--- src/rtl/vga_sync_decoder.sv ---
// vga_sync_decoder: recovers column/row, active-video and frame-start from a
// VGA hsync/vsync pair, locks after consecutive clean frames and pulses err
// on any sync edge that departs from the nominal timing once locked.
module vga_sync_decoder #(
  parameter  int TOTAL_COLS  = 800,
  parameter  int ACTIVE_COLS = 640,
  parameter  int H_FRONT     = 16,
  parameter  int TOTAL_ROWS  = 525,
  parameter  int ACTIVE_ROWS = 480,
  parameter  int V_FRONT     = 10,
  parameter  int LOCK_FRAMES = 2,
  localparam int CW          = $clog2(TOTAL_COLS),
  localparam int RW          = $clog2(TOTAL_ROWS)
) (
  input  logic          clk,
  input  logic          rst_n,
  input  logic          hsync,
  input  logic          vsync,
  output logic [CW-1:0] col,
  output logic [RW-1:0] row,
  output logic          active,
  output logic          frame_start,
  output logic          locked,
  output logic          err
);

  localparam logic [CW-1:0] COL_LAST   = CW'(TOTAL_COLS - 1);
  localparam logic [RW-1:0] ROW_LAST   = RW'(TOTAL_ROWS - 1);
  localparam logic [CW-1:0] H_EDGE_COL = CW'(ACTIVE_COLS + H_FRONT);
  localparam logic [RW-1:0] V_EDGE_ROW = RW'(ACTIVE_ROWS + V_FRONT);
  localparam logic [CW-1:0] COL_ACT    = CW'(ACTIVE_COLS);
  localparam logic [RW-1:0] ROW_ACT    = RW'(ACTIVE_ROWS);
  localparam logic [2:0]    LOCK_CNT   = 3'(LOCK_FRAMES);

  localparam logic [0:0] ST_UNLOCKED = 1'b0;
  localparam logic [0:0] ST_LOCKED   = 1'b1;

  // Two-stage sync sampling; edge detection looks at the s1/s2 pair.
  logic hs_s1_q, hs_s1_d, hs_s2_q, hs_s2_d;
  logic vs_s1_q, vs_s1_d, vs_s2_q, vs_s2_d;

  // Position counters; they always describe the sample that was in s1 one
  // cycle earlier, so they double as the col/row outputs.
  logic [CW-1:0] col_q, col_d, col_inc;
  logic [RW-1:0] row_q, row_d, row_inc;

  // Lock tracking: armed marks that a vsync edge has opened a frame window,
  // clean marks that no mismatch has been seen inside the current window.
  logic [0:0] state_q, state_d;
  logic [2:0] good_cnt_q, good_cnt_d, good_inc;
  logic       armed_q, armed_d;
  logic       clean_q, clean_d;

  logic active_q, active_d;
  logic frame_start_q, frame_start_d;
  logic err_q, err_d;

  logic h_edge, v_edge, h_pred, v_pred, mismatch, locked_next;

  // Next-state logic: counter advance, edge prediction, resync and lock FSM.
  always_comb begin
    // NOTE: every signal gets a default at the top so no path leaves it unassigned, which would infer a latch.
    hs_s1_d    = hsync;
    hs_s2_d    = hs_s1_q;
    vs_s1_d    = vsync;
    vs_s2_d    = vs_s1_q;

    col_inc    = (col_q == COL_LAST) ? '0 : col_q + CW'(1);
    row_inc    = row_q;
    if (col_q == COL_LAST) begin
      row_inc = (row_q == ROW_LAST) ? '0 : row_q + RW'(1);
    end

    h_edge     = ~hs_s1_q & hs_s2_q;
    v_edge     = ~vs_s1_q & vs_s2_q;
    h_pred     = (col_inc == H_EDGE_COL);
    v_pred     = (row_inc == V_EDGE_ROW) && (col_inc == '0);
    mismatch   = (h_edge ^ h_pred) | (v_edge ^ v_pred);

    // A vsync edge pins both counters and wins over a coincident hsync edge;
    // a predicted edge that never arrives leaves the counters free-running.
    col_d      = col_inc;
    row_d      = row_inc;
    if (v_edge) begin
      col_d = '0;
      row_d = V_EDGE_ROW;
    end else if (h_edge) begin
      col_d = H_EDGE_COL;
    end

    state_d    = state_q;
    good_cnt_d = good_cnt_q;
    armed_d    = armed_q;
    clean_d    = clean_q;
    err_d      = 1'b0;
    good_inc   = good_cnt_q + 3'd1;

    case (state_q)
      ST_UNLOCKED: begin
        if (v_edge) begin
          clean_d = 1'b1;
          armed_d = 1'b1;
          if (!armed_q) begin
            good_cnt_d = '0;
          end else if (clean_q && !mismatch) begin
            good_cnt_d = good_inc;
            if (good_inc == LOCK_CNT) begin
              state_d = ST_LOCKED;
            end
          end else begin
            good_cnt_d = '0;
          end
        end else if (mismatch) begin
          good_cnt_d = '0;
          clean_d    = 1'b0;
        end
      end
      default: begin
        if (mismatch) begin
          err_d      = 1'b1;
          state_d    = ST_UNLOCKED;
          good_cnt_d = '0;
          armed_d    = 1'b0;
          clean_d    = 1'b0;
        end
      end
    endcase

    locked_next   = (state_d == ST_LOCKED);
    active_d      = locked_next && (col_d < COL_ACT) && (row_d < ROW_ACT);
    frame_start_d = locked_next && (col_d == '0) && (row_d == '0);
  end

  // State registers; sync stages reset high so release creates no false edge.
  always_ff @(posedge clk or negedge rst_n) begin
    // NOTE: all state here is plain flops, so every one takes a reset value; non-blocking updates keep flops order-independent.
    if (!rst_n) begin
      hs_s1_q       <= 1'b1;
      hs_s2_q       <= 1'b1;
      vs_s1_q       <= 1'b1;
      vs_s2_q       <= 1'b1;
      col_q         <= '0;
      row_q         <= '0;
      state_q       <= ST_UNLOCKED;
      good_cnt_q    <= '0;
      armed_q       <= 1'b0;
      clean_q       <= 1'b0;
      active_q      <= 1'b0;
      frame_start_q <= 1'b0;
      err_q         <= 1'b0;
    end else begin
      hs_s1_q       <= hs_s1_d;
      hs_s2_q       <= hs_s2_d;
      vs_s1_q       <= vs_s1_d;
      vs_s2_q       <= vs_s2_d;
      col_q         <= col_d;
      row_q         <= row_d;
      state_q       <= state_d;
      good_cnt_q    <= good_cnt_d;
      armed_q       <= armed_d;
      clean_q       <= clean_d;
      active_q      <= active_d;
      frame_start_q <= frame_start_d;
      err_q         <= err_d;
    end
  end

  assign col         = col_q;
  assign row         = row_q;
  assign active      = active_q;
  assign frame_start = frame_start_q;
  assign locked      = (state_q == ST_LOCKED);
  assign err         = err_q;

endmodule

--- config.mk ---
export PLATFORM = sky130hd
export DESIGN_NAME = vga_sync_decoder
export DESIGN_NICKNAME = d
export VERILOG_FILES = /design/src/rtl/vga_sync_decoder.sv
export SDC_FILE = /design/constraint.sdc
export NUM_CORES = 1
export LEC_CHECK = 0
export CAP_MARGIN = 25
export CORE_ASPECT_RATIO = 1.1
export CORE_MARGIN = 3
export CORE_UTILIZATION = 55
export DETAILED_ROUTE_END_ITERATION = 16
export GPL_TIMING_DRIVEN = 0
export PLACE_DENSITY = 0.9
export SYNTH_ARGS = -nofsm -noshare
export SYNTH_HDL_FRONTEND = slang
export SYNTH_SLANG_ARGS = --single-unit
export TNS_END_PERCENT = 1
--- constraint.sdc ---
create_clock -name clk -period 4.7 [get_ports clk]
set_input_delay 0.94 -clock clk [delete_from_list [all_inputs] [get_ports clk]]
set_output_delay 0.94 -clock clk [all_outputs]
set_load 0.005 [all_outputs]
==> results, run 1 <==
- The flow ran to the end, and the final reports show no timing, DRC or antenna violations.
- The synthesis-stage register bit count is 33.
- The top-area cell type share of the netlist area is between 30% and 40%.
- Ranked by total cell area, the synthesized netlist is headed by sky130_fd_sc_hd__dfrtp_1 (35%), sky130_fd_sc_hd__dfstp_2 (5.0%), sky130_fd_sc_hd__ha_1 (3.0%), sky130_fd_sc_hd__nand3_1 (2.9%), sky130_fd_sc_hd__nor2_1 (2.9%).
- The number of antenna violations at the first check in global routing came to 0.
- Entering global routing, the biggest net connects 34 pins.
- The total detailed-routing wirelength is approximately 5100 um.
- After detailed routing, the average wire length per cell comes to between 15 and 20 um.
- In this run the cell area of the synthesized design comes to between 2000 and 2500 um^2.
- The share of the synthesized area in compound gates (AO/OA/AOI/OAI) is between 10% and 20%.
- For this run, the detailed router's first-pass iteration total came to 4.
- The number of levels in the clock H-tree is 2.
- The ratio of routed vias to standard cells is ~6.3.
- In this run the core area contains 22 standard-cell rows.
- The most common cell in the synthesized netlist is sky130_fd_sc_hd__dfrtp_1.
- The maximum achievable frequency is approximately 330 MHz.
- For this run, the leading register cell type out of synthesis is sky130_fd_sc_hd__dfrtp_1.
- The non-filler instance count after layout is 304.
- The final max-slew violation count is 0.
- The count of inserted antenna diode cells is 0.
- The adder and majority cell fraction of the synthesized area is 2.99%.
- Buffers added to address setup during post-CTS repair amount to 0.
- The longest clock path from root to sink contains 2 buffers.
- The tool flagged a number of max-cap violations equal to 0.
- The maximum vdd drop is 0.000256 V.
- The synthesized netlist net count is 230.
- The via count of the first global-routing pass is 1846.
- Clock-pin slew was measured on the worst setup and hold paths at about 0.12 ns.
- The distinct cell type count of the synthesized netlist is 60.
- The startpoint identified for the worst hold timing path is hs_s1_q.
- TritonCTS built the clock tree.
- The library cell contributing the largest single delay on the critical path is sky130_fd_sc_hd__or4_1.
- The type of origin of the critical path is a flip-flop.
- The worst-case setup slack after placement is approximately 1.7 ns.
- The footprint of the flip-flops and latches is between 800 and 900 um^2.
- The horizontal extent of the die is around 65 um.
- The capturing element type of the critical path is a flip-flop.
- The basic-gate share of the synthesized area counting and, or, nand and nor cells is between 20% and 30%.
- Buffers inserted to repair hold after CTS numbered 0.
- In the final layout, the share of cells above drive strength 1 is 12.5%.
- Across all hold checks on the routed design, the worst slack comes to around 0.37 ns.
- Measured along the y axis, the die boundary spans roughly 71 um.
- The slack of the worst reg-to-reg path is 1.66 ns.
- The critical path is of the flip-flop to flip-flop type.
- At the later pin of the worst-skew pair, clock insertion delay measures 0.34 ns.
- The wire length of the first global-routing pass is 8460 um.
- Detailed routing inserted a total of about 1900 vias.
- In the synthesized netlist, the cells that appear most often are sky130_fd_sc_hd__dfrtp_1 (29), sky130_fd_sc_hd__nor2_1 (16), sky130_fd_sc_hd__nand2_1 (13).
- In this run the mean area of a mapped cell was between 9 and 10 um^2.
- Clock tree synthesis selected as its root buffer the cell sky130_fd_sc_hd__clkbuf_4.
- The fraction of the cycle the final worst path needs is roughly two thirds.
- The stage delay of the slowest cell on the critical path is approximately 0.53 ns.
- In the final layout, the multi-input gates occupy ~1200 um^2.
- The leakage power is approximately 0.96 nW.
- The layout has about 280 filler cells.
- The detailed router finished its first iteration with 153 violations.
- The final total power is between 0.0006 and 0.0007 W.
- During I/O placement, the number of pins put on the boundary was 28.
- The congestion estimate from routability-driven global placement came to roughly 0.87.
- The signal on the critical path passes through ha_1 > and4_1 > buf_4 > nand3_2 > buf_2 > a21o_1 > a221oi_1 > inv_1 > or4_1 > nor4_1.
- Setup total negative slack on the finished layout was measured at 0 ns.
- The total CTS buffers is 5.
- On the final layout, the worst clock skew is 0.0130 ns.
- The number of sinks driven by the clock tree is 33.
- The total overflow left after global routing is 0.
- Port buffering added 27 buffers.
- After clock tree synthesis, the repair step resized 0 gates.
- The startpoint identified for the worst register-to-register timing path is col[0].
- Measured against the total synthesized area, the mux share comes to less than 1%.
- Setup violations remaining at the end of the flow were counted as 0.
- The DRC violation count after routing is 0.
- The total track usage is between 20% and 30%.
- Counting every instance in the synthesized netlist gives ~220.
- Setup repair after global routing left no endpoint under its margin.
- Summed over all nets, the half-perimeter wirelength after detailed placement is ~3700 um.
- The initial utilization of the core area, before any placement, comes to between 50% and 60%.
- The core footprint is 3500 um^2.
- The post-route worst setup slack is ~1.7 ns.
- The number of enable-type register cells in the synthesized netlist is 0.
- The final-report hold violation count was 0.
- The area growth from synthesis to final layout is 19.6%.
- The path class of the tightest hold or removal check is flip-flop to flip-flop.
- The share of synthesized registers carrying an async set or reset is 100%.
- The pin slew with the least headroom to its limit is about 0.73 ns.
- The launching element of the worst setup path is col[0].
- By area, the combinational part of the netlist is dominated by simple AND/OR/NAND/NOR gates.
- In this run the worst path has a maximum fanout of 10.
- At the worst endpoint, the arrival time is 3.27 ns.
- The die covers between 4000 and 5000 um^2.
- The leading area contributor after synthesis is sky130_fd_sc_hd__dfrtp_1.
- In this run the remaining antenna-violating nets after routing total 0.
- STA puts the critical path data required time at 4.93 ns.
- Dividing total power by cell area gives a power density of roughly 250 nW/um^2.
- The cell count after placement is 296.
- Headroom to the max-slew limit came out at between 50 and 60%.
- The yosys synthesis warning count is 0.
- In the final design database the tool counted ~260 nets.
- The final period demand of the worst path is just over 3 ns.
- The part of the Yosys area used for sequential elements is between 30% and 40%.
- The synthesized netlist devotes 4.61% of its cell area to XOR and XNOR gates.
cell usage in the layout, fill, tap and decap left out, types with 3 or more instances in the layout:
cell	n
sky130_fd_sc_hd__nor3_1	7
sky130_fd_sc_hd__buf_2	4
sky130_fd_sc_hd__clkdlybuf4s50_1	26
sky130_fd_sc_hd__and3_1	6
sky130_fd_sc_hd__nand2_1	13
sky130_fd_sc_hd__nand2b_1	5
sky130_fd_sc_hd__clkbuf_4	5
sky130_fd_sc_hd__o31ai_1	4
sky130_fd_sc_hd__or4_1	3
sky130_fd_sc_hd__o31a_1	3
sky130_fd_sc_hd__o21ai_0	6
sky130_fd_sc_hd__nor2_1	16
sky130_fd_sc_hd__xor2_1	5
sky130_fd_sc_hd__ha_1	5
sky130_fd_sc_hd__a311oi_1	3
sky130_fd_sc_hd__clkbuf_1	5
sky130_fd_sc_hd__nand4_1	7
sky130_fd_sc_hd__and2_1	3
sky130_fd_sc_hd__a21oi_1	11
sky130_fd_sc_hd__nor4_1	7
sky130_fd_sc_hd__a31oi_1	5
sky130_fd_sc_hd__dfrtp_1	29
sky130_fd_sc_hd__nand3_1	12
sky130_fd_sc_hd__nor2b_1	3
sky130_fd_sc_hd__inv_1	7
sky130_fd_sc_hd__dfstp_2	4
sky130_fd_sc_hd__nand4b_1	3
sky130_fd_sc_hd__xnor2_1	6
sequential cells by signal, indices dropped and copies added, names as in the netlist:
name and count:
armed_q 1, locked 1, hs_s2_q 1, vs_s1_q 1, row 10, col 10, clean_q 1, good_cnt_q 3
hs_s1_q 1, vs_s2_q 1, active 1, frame_start 1, err 1
critical path, delay by kind of cell (launching register included):
kind / cells / cell delay (ns)
buffers and inverters: 3 / 0.52
AOI/OAI and AO/OA: 2 / 0.43
and+or+nand+nor: 4 / 1.21
adders and majority gates: 1 / 0.28
DFF: 1 / 0.49
per-layer routing:
layer | track usage [%] | wire (um) | up-vias | share of wire, %
met5 | 0 | 0 | - | 0
met2 | 39.8 | 2530 | 87 | 50
li1 | - | - | 903 | -
met4 | 6.81 | 69 | 0 | 1.4
met1 | 29.6 | 2100 | 916 | 41
met3 | 5.08 | 369 | 7 | 7.3
final cells by class:
class                      count  share of cell area [%]
sequential                    33                    33.2
timing repair buffer          27                    10.6
clock inverter                 3                    1.85
clock buffer                   5                    1.50
inverter                       7                    1.05
buffer                        11                    2.40
multi-input combinational    170                    46.9
tap                           48                    2.40
power by group:
part / internal (W) / switching [W] / leakage [nW]
Clock: 0.000113 / 0.000105 / 0.0414
Sequential: 0.000296 / 0.0000118 / 0.400
Combinational: 0.0000419 / 0.0000498 / 0.523
Total: 0.000451 / 0.000167 / 0.964
logic make-up after synthesis:
family	Yosys count
adder cells (fa/ha/maj)	5
buffers and inverters	18
AND/OR/NAND/NOR	102
flip-flops	33
AO/OA/AOI/OAI	51
XOR/XNOR	11
multiplexers	1
path summary, 6_finish.rpt:
path,to,depth (start not counted)
setup / recovery,frame_start,10
hold / removal,hs_s2_q,0
setup reg to reg,frame_start,10
hold reg to reg,hs_s2_q,0
max in group asynchronous,row[8],1
min in group asynchronous,col[3],1
per-stage QoR:
step,utilization [%],area (um^2)
floorplan,-,2090
global placement,69.2,2420
detailed placement,69.1,2410
CTS,71.5,2500
global route,71.5,2500
finish,71.5,2500
(Power assumes the default switching activity.)
==> run 2, diff against run 1 <==
CORE_UTILIZATION = 49   (was 55)
PLACE_DENSITY = 0.85   (was 0.9)
clock period = 2.64 ns   (was 4.7 ns; I/O delays follow)
==> run 2 against run 1 <==
  * The run now ends with negative setup slack left
  * Maximum frequency up 11%
  * Cell count up 10%
  * Design area up 18%
==> results, run 2 (synthesis results as in run 1) <==
- The flow ran to the end, but the final reports show violations.
- The final reports fail on negative setup slack.
- The total CTS buffers is 5 (unchanged).
- The worst clock skew is 0.0145 ns (+0.00144 ns).
- The maximum vdd drop came to 0.000376 V (+47%).
- The portion of total power attributed to combinational logic came to 16.9% (+2.1 points).
- STA classifies the critical path endpoint as a flip-flop.
- The tightest min-delay check is of the input pin to asynchronous set/reset pin type.
- The total detailed-routing wirelength is 6340 um (+25%).
- The cell count after placement is 300 (+1.4%).
- The TritonCTS clock tree is yes.
- The floorplan die area is 5080 um^2 (+11%).
- The path type of the worst setup path is flip-flop to flip-flop.
- The maximum achievable frequency was 364 MHz (+11%).
- The ratio of cells with drive above 1 in the final layout is 31.4% (+19 points).
- The stage delay of the slowest cell on the critical path came to 0.43 ns (-0.10 ns).
- For this design, the slowest cell found on the critical path is sky130_fd_sc_hd__or3b_4.
- The die extent in y is 74.5 um (+5.4%).
- The buffer type at the clock tree root is sky130_fd_sc_hd__clkbuf_8.
- The cell count of the worst reg-to-reg path is 8 (-2).
- The number of sinks driven by the clock tree is 33 (unchanged).
- The number of I/O port buffers is 27 (unchanged).
- The final period demand of the worst path is 2.75 ns (-0.294 ns).
- The fraction of power spent switching nets came to 27.0% (-0.059 points).
- The filler cell count in the final layout is 292 (+3.2%).
- The pin slew with the least headroom to its limit was 0.760 ns (+0.0292 ns).
- The sequential cell fraction of total power is 46.7% (-3.2 points).
- The power dissipated by switching net loads was 0.000317 W (+90%).
- Leaving out fill and tap cells, the most frequent cells in the layout are sky130_fd_sc_hd__dfrtp_1 (26), sky130_fd_sc_hd__clkdlybuf4s50_1 (26), sky130_fd_sc_hd__buf_4 (26), sky130_fd_sc_hd__nor2_1 (16), sky130_fd_sc_hd__nand2_1 (13).
- The first-pass detailed-route iteration total was 4 (unchanged).
- The number of levels in the clock H-tree is 2 (unchanged).
- The post-route worst setup slack came to -0.105 ns (-1.77 ns).
- The largest net degree at the start of global routing is 34 (unchanged).
- The internal power came to 0.000858 W (+90%).
- The post-detailed-route count of antenna-violating nets came to 0 (unchanged).
- Setup repair after global routing could not meet its margin everywhere.
- The count of nets after finishing is 291 (+10%).
- The HPWL after detailed placement is 3730 um (+1.6%).
- The wire length of the first global-routing pass is 9780 um (+16%).
- The DRC violation count after routing was 0 (unchanged).
- The power per cell area came to 397 nW/um^2 (+61%).
- The number of antenna violations at the first check in global routing is 0 (unchanged).
- The area growth from synthesis to final layout is 41.4%.
- The total number of vias came to 2127 (+11%).
- The kind of cell with the highest combined delay along the critical path is simple AND/OR/NAND/NOR gates.
- The final-report hold violation count is 0 (unchanged).
- The clock slew seen by the registers of the worst setup and hold paths is 0.08 ns (-0.04 ns).
- The reported max-cap violation count is 0 (unchanged).
- The wire length per cell came to 18.9 um (+14%).
- The total track usage is 25.8% (+2.4 points).
- The count of buffering cells on the critical path with inverters included is 1 (-2).
- The final weighted congestion in routability-driven placement is 0.851 (-2.6%).
- The footprint of the flip-flops and latches is 835 um^2 (+0.45%).
- The fraction of the cycle the final worst path needs is 104% (+39 points).
- The count of inserted antenna diode cells is 0 (unchanged).
- The maximum fanout count along the critical path is 6 (-4).
- The utilization of the core after routing is 73.4% (+2.0 points).
- The area taken by multi-input logic gates is 1360 um^2 (+16%).
- The ratio of routed vias to standard cells came to 6.35 (+0.90%).
- The non-filler instance count after layout is 335 (+10%).
- The final count of negative-setup-slack endpoints was 6 (+6).
- The horizontal extent of the die is 68.3 um (+5.4%).
- The power share of the clock group is 36.3% (+1.0 points).
- The count of cell instances traversed by the critical path is 8 (-2).
- The number of DRC violations after detailed-routing iteration 0 came to 160 (+4.6%).
- The residual overflow from global routing is 0 (unchanged).
- STA classifies the critical path startpoint as a flip-flop.
- The initial cell density of the core was 51.9% (-7.8 points).
- The relative slew slack is 49.3% (-1.9 points).
- The data required time at the worst endpoint is 2.82 ns (-2.11 ns).
- The buffer levels on the longest clock path is 2 (unchanged).
- The I/O pin total is 28 (unchanged).
- The signal arrival time at the worst endpoint came to 2.92 ns (-0.35 ns).
- The final max-slew violation count is 0 (unchanged).
- Traced cell by cell, the critical path runs through buf_6 > or3b_4 > nor3_4 > a31oi_4 > or3_1 > a211o_1 > o31a_4 > nor4_2.
- The number of hold-repair buffers added at the cts stage is 0 (unchanged).
- The core footprint is 4020 um^2 (+15%).
- The leakage power is 1.18 nW (+23%).
- The clock insertion delay at the later pin of the skew report is 0.29 ns (-0.05 ns).
- The via count of the first global-routing pass came to 2077 (+13%).
- The number of placement rows was 24 (+9.1%).
[run 2: through the flow]
stage	setup WS, ns	TNS [ns]	hold slack, ns	total power, W	cell area, um^2
after floorplan	0.0226	0	0.232	0.000652	2090
after global placement	-0.287	-1.54	0.354	0.000715	2420
after detailed placement	-0.358	-2.10	0.355	0.000722	2420
after CTS	-0.0483	-0.165	0.324	0.00117	2790
after global routing	-0.221	-1.30	0.348	0.00123	2960
final	-0.105	-0.325	0.298	0.00117	2960
[run 2: power by group through the flow]
stage / combinational [W] / clock (W) / sequential (W)
finish: 0.000199 / 0.000427 / 0.000549
global route: 0.000218 / 0.000461 / 0.000551
CTS: 0.000190 / 0.000434 / 0.000548
detailed placement: 0.000164 / 0 / 0.000559
global placement: 0.000159 / 0 / 0.000556
floorplan: 0.0000974 / 0 / 0.000555
[run 2: worst register-to-register path, cell delays in order, from the launching register on]
cell	delay, ns
sky130_fd_sc_hd__dfrtp_1	0.39
sky130_fd_sc_hd__buf_6	0.13
sky130_fd_sc_hd__or3b_4	0.43
sky130_fd_sc_hd__nor3_4	0.20
sky130_fd_sc_hd__a31oi_4	0.12
sky130_fd_sc_hd__or3_1	0.36
sky130_fd_sc_hd__a211o_1	0.27
sky130_fd_sc_hd__o31a_4	0.41
sky130_fd_sc_hd__nor4_2	0.33
[run 2: final timing paths]
| kind | end | start | slack [ns] |
|---|---|---|---|
| max | locked | col[5] | -0.11 |
| min | col[5] | rst_n | 0.30 |
| max reg2reg | locked | col[5] | -0.11 |
| min reg2reg | hs_s2_q | hs_s1_q | 0.36 |
| max in group asynchronous | col[6] | rst_n | 1.79 |
| min in group clk | hs_s2_q | hs_s1_q | 0.36 |
[run 2: layout make-up]
| class | instances | share of cell area [%] |
|---|---|---|
| Clock buffer | 7 | 3.26 |
| Clock inverter | 1 | 0.169 |
| Multi-Input combinational cell | 170 | 45.9 |
| Timing Repair Buffer | 55 | 16.8 |
| Buffer | 10 | 2.58 |
| Sequential cell | 33 | 28.2 |
| Inverter | 7 | 0.889 |
| Tap cell | 52 | 2.20 |
[run 2: layer usage]
metal	track usage (%)	up-vias	wire (um)
li1	-	957	-
met1	31.6	1035	2390
met2	43.0	114	3370
met3	5.44	21	379
met4	11.9	0	205
met5	0	-	0
[run 2: timing repair]
action / in CTS / in global routing
endpoints found under the setup margin: 8 / 8
gates cloned: 0 / 1
pin swaps: 12 / 7
resized for setup: 24 / 22
setup buffers: 20 / 7
==> run 3, diff against run 2 <==
PLACE_DENSITY = 0.76   (was 0.85)
SETUP_SLACK_MARGIN = 0.02   (was not set)
SLEW_MARGIN = 10   (was not set)
==> run 3 against run 2 <==
  * Utilization fell by 0.12 points
  * Critical endpoint is now err
  * Clock skew fell by 0.0082 ns
  * Maximum frequency fell by 0.36%
  * The run still ends with negative setup slack left
  * Combinational power fell by 5%
  * Routed wire length fell by 8.8%
  * Register-to-register slack barely moved
  * Die area did not move
  * Global-route usage fell by 1.5 points
  * Hold slack got worse by 0.0024 ns
==> results, run 3 (synthesis results as in run 1) <==
- The post-route worst setup slack is -0.115 ns (-0.0100 ns).
- The buffer type at the clock tree root is sky130_fd_sc_hd__clkbuf_8.
- The wire length of the first global-routing pass was 9230 um (-5.6%).
- The horizontal extent of the die is 68.3 um (unchanged).
- The area growth from synthesis to layout is 41.2%.
- The clock slew seen by the registers of the worst setup and hold paths is 0.07 ns (about the same).
- The number of hold-repair buffers added at the cts stage is 0 (unchanged).
- The number of antenna violations at the first check in global routing is 0 (unchanged).
- The clock insertion delay at the later pin of the skew report was 0.28 ns (about the same).
- STA classifies the critical path startpoint as a flip-flop.
- In this design, the largest share of critical-path delay is due to simple AND/OR/NAND/NOR gates.
- The die extent in y came to 74.5 um (unchanged).
- The initial cell density of the core is 51.9% (unchanged).
- The relative slew slack is 51.2% (+1.8 points).
- The power per cell area came to 418 nW/um^2 (+5.2%).
- The footprint of the flip-flops and latches is 835 um^2 (unchanged).
- The count of inserted antenna diode cells is 0 (unchanged).
- The slack of the worst reg-to-reg path was -0.12 ns (about the same).
- The final period demand of the worst path is 2.76 ns (+0.0100 ns).
- In this run the critical register-to-register path is launched from col[5].
- The ratio of routed vias to standard cells is 6.21 (-2.2%).
- The cell count after placement came to 300 (unchanged).
- The total detailed-routing wirelength is 5780 um (-8.8%).
- The residual overflow from global routing is 0 (unchanged).
- The highest layer used for signal routing is met4.
- TritonCTS built the clock tree.
- The pin slew with the least headroom to its limit is 0.732 ns (-0.0277 ns).
- The number of sinks driven by the clock tree is 33 (unchanged).
- The HPWL after detailed placement is 3730 um (about the same).
- The largest individual stage delay along the critical path comes from the cell sky130_fd_sc_hd__or3b_4.
- The endpoint identified for the worst register-to-register timing path is err.
- The count of nets after finishing is 289 (-0.69%).
- The buffer levels on the longest clock path was 2 (unchanged).
- The via count of the first global-routing pass came to 1923 (-7.4%).
- Setup repair after global routing could not meet its margin everywhere.
- The total number of vias was 2067 (-2.8%).
- The fraction of the cycle the final worst path needs was 104% (+0.38 points).
- The final count of negative-setup-slack endpoints came to 7 (+1).
- The I/O pin total came to 28 (unchanged).
- The sum of negative setup slack is -0.341 ns (-0.0158 ns).
- The cell count of the worst reg-to-reg path was 10 (+2).
- The ratio of cells with drive above 1 in the final layout is 30.2% (-1.2 points).
- The number of levels in the clock H-tree is 2 (unchanged).
- The area taken by multi-input logic gates is 1350 um^2 (-0.74%).
- The most critical setup path has its endpoint at err.
- The worst setup path is captured at a flip-flop.
- The largest net degree at the start of global routing is 34 (unchanged).
- The library cells used most frequently in the layout, excluding fill and tap cells, are sky130_fd_sc_hd__dfrtp_1 (26), sky130_fd_sc_hd__clkdlybuf4s50_1 (26), sky130_fd_sc_hd__buf_4 (25), sky130_fd_sc_hd__nor2_1 (16), sky130_fd_sc_hd__nand2_1 (13).
- The data required time at the worst endpoint is 2.81 ns (about the same).
- The total track usage came to 24.3% (-1.5 points).
- The path type of the worst setup path is flip-flop to flip-flop.
- The routed length on met2 is 2930 um (-13%).
- The filler cell count in the final layout is 296 (+1.4%).
- The total CTS buffers is 5 (unchanged).
- The worst slack on hold paths is 0.295 ns (-0.00237 ns).
- The first-pass detailed-route iteration total is 4 (unchanged).
- The final max-slew violation count is 0 (unchanged).
- The maximum achievable frequency came to 363 MHz (-0.36%).
- The signal on the critical path passes through buf_6 > or3b_4 > nor3_4 > o31a_1 > o41ai_1 > o211ai_1 > buf_4 > nor4_4 > buf_6 > o31a_1.
- The maximum fanout count along the critical path is 8 (+2).
- The stage delay of the slowest cell on the critical path is 0.43 ns (about the same).
- The number of placement rows is 24 (unchanged).
- The launching element of the worst setup path is col[5].
- The DRC violation count after routing is 0 (unchanged).
- The number of DRC violations after detailed-routing iteration 0 is 156 (-2.5%).
- The worst clock skew came to 0.00622 ns (-0.00823 ns).
- The post-detailed-route count of antenna-violating nets came to 0 (unchanged).
- The reported max-cap violation count came to 0 (unchanged).
- The checks that failed: negative setup slack.
- The count of cell instances traversed by the critical path came to 10 (+2).
- The min-delay analysis places its worst path in the category input pin to asynchronous set/reset pin.
- The number of I/O port buffers is 27 (unchanged).
- The count of buffering cells on the critical path with inverters included is 3 (+2).
- The run finished, with violations left.
- The final weighted congestion in routability-driven placement is 0.869 (+2.1%).
- The leakage power was 1.16 nW (-1.9%).
- The non-filler instance count after layout is 333 (-0.60%).
- The wire length per cell was 17.4 um (-8.3%).
- The signal arrival time at the worst endpoint is 2.92 ns (about the same).
- The core footprint is 4020 um^2 (unchanged).
- The final-report hold violation count is 0 (unchanged).
- The maximum vdd drop is 0.000486 V (+29%).
- The detailed-routing wirelength on met1 is 2420 um (+1.0%).
- The wire length on met3 is 303 um (-20%).
- The floorplan die area is 5080 um^2 (unchanged).
-- run 3: power breakdown --
| group | switching (W) | internal [W] |
|---|---|---|
| Sequential | 0.0000189 | 0.000528 |
| Combinational | 0.000101 | 0.0000883 |
| Clock | 0.000190 | 0.000307 |
| Total | 0.000310 | 0.000923 |
-- run 3: worst min-delay path by stage --
stage,startpoint,to,cells past startpoint
4_1_cts,rst_n,col[5],1
5_1_grt,rst_n,col[2],1
3_3_place_gp,hs_s1_q,hs_s2_q,0
6_report,rst_n,col[3],1
3_5_place_dp,hs_s1_q,hs_s2_q,0
2_1_floorplan,rst_n,active,0
-- run 3: per-layer routing --
layer,GRT usage [%],up-vias
met1,31.5,1030
met3,4.53,14
met2,40.4,73
met5,0,-
li1,-,950
met4,8.39,0
-- run 3: metrics by stage --
step	instance area [um^2]	setup WS (ns)	power, W	util [%]
detailed placement	2420	-0.281	0.000720	60.1
floorplan	2090	0.0226	0.000652	-
global placement	2420	-0.305	0.000717	60.3
global route	2950	-0.205	0.00129	73.3
finish	2950	-0.115	0.00123	73.3
CTS	2770	-0.0450	0.00124	68.8
-- run 3: area by class of cell --
type	count	share of cell area (%)
sequential	33	28.3
buffer	10	2.63
multi-input combinational	170	45.6
tap	52	2.21
clock inverter	2	1.27
clock buffer	6	2.80
inverter	7	0.891
timing repair buffer	53	16.3
-- run 3: timing repair --
| item | in CTS | in global routing |
|---|---|---|
| setup buffers | 16 | 9 |
| endpoints found under the hold margin | 0 | 0 |
| pin swaps | 12 | 6 |
| gates resized for setup | 25 | 18 |
| gates cloned | 0 | 1 |
| setup endpoints to repair | 8 | 8 |
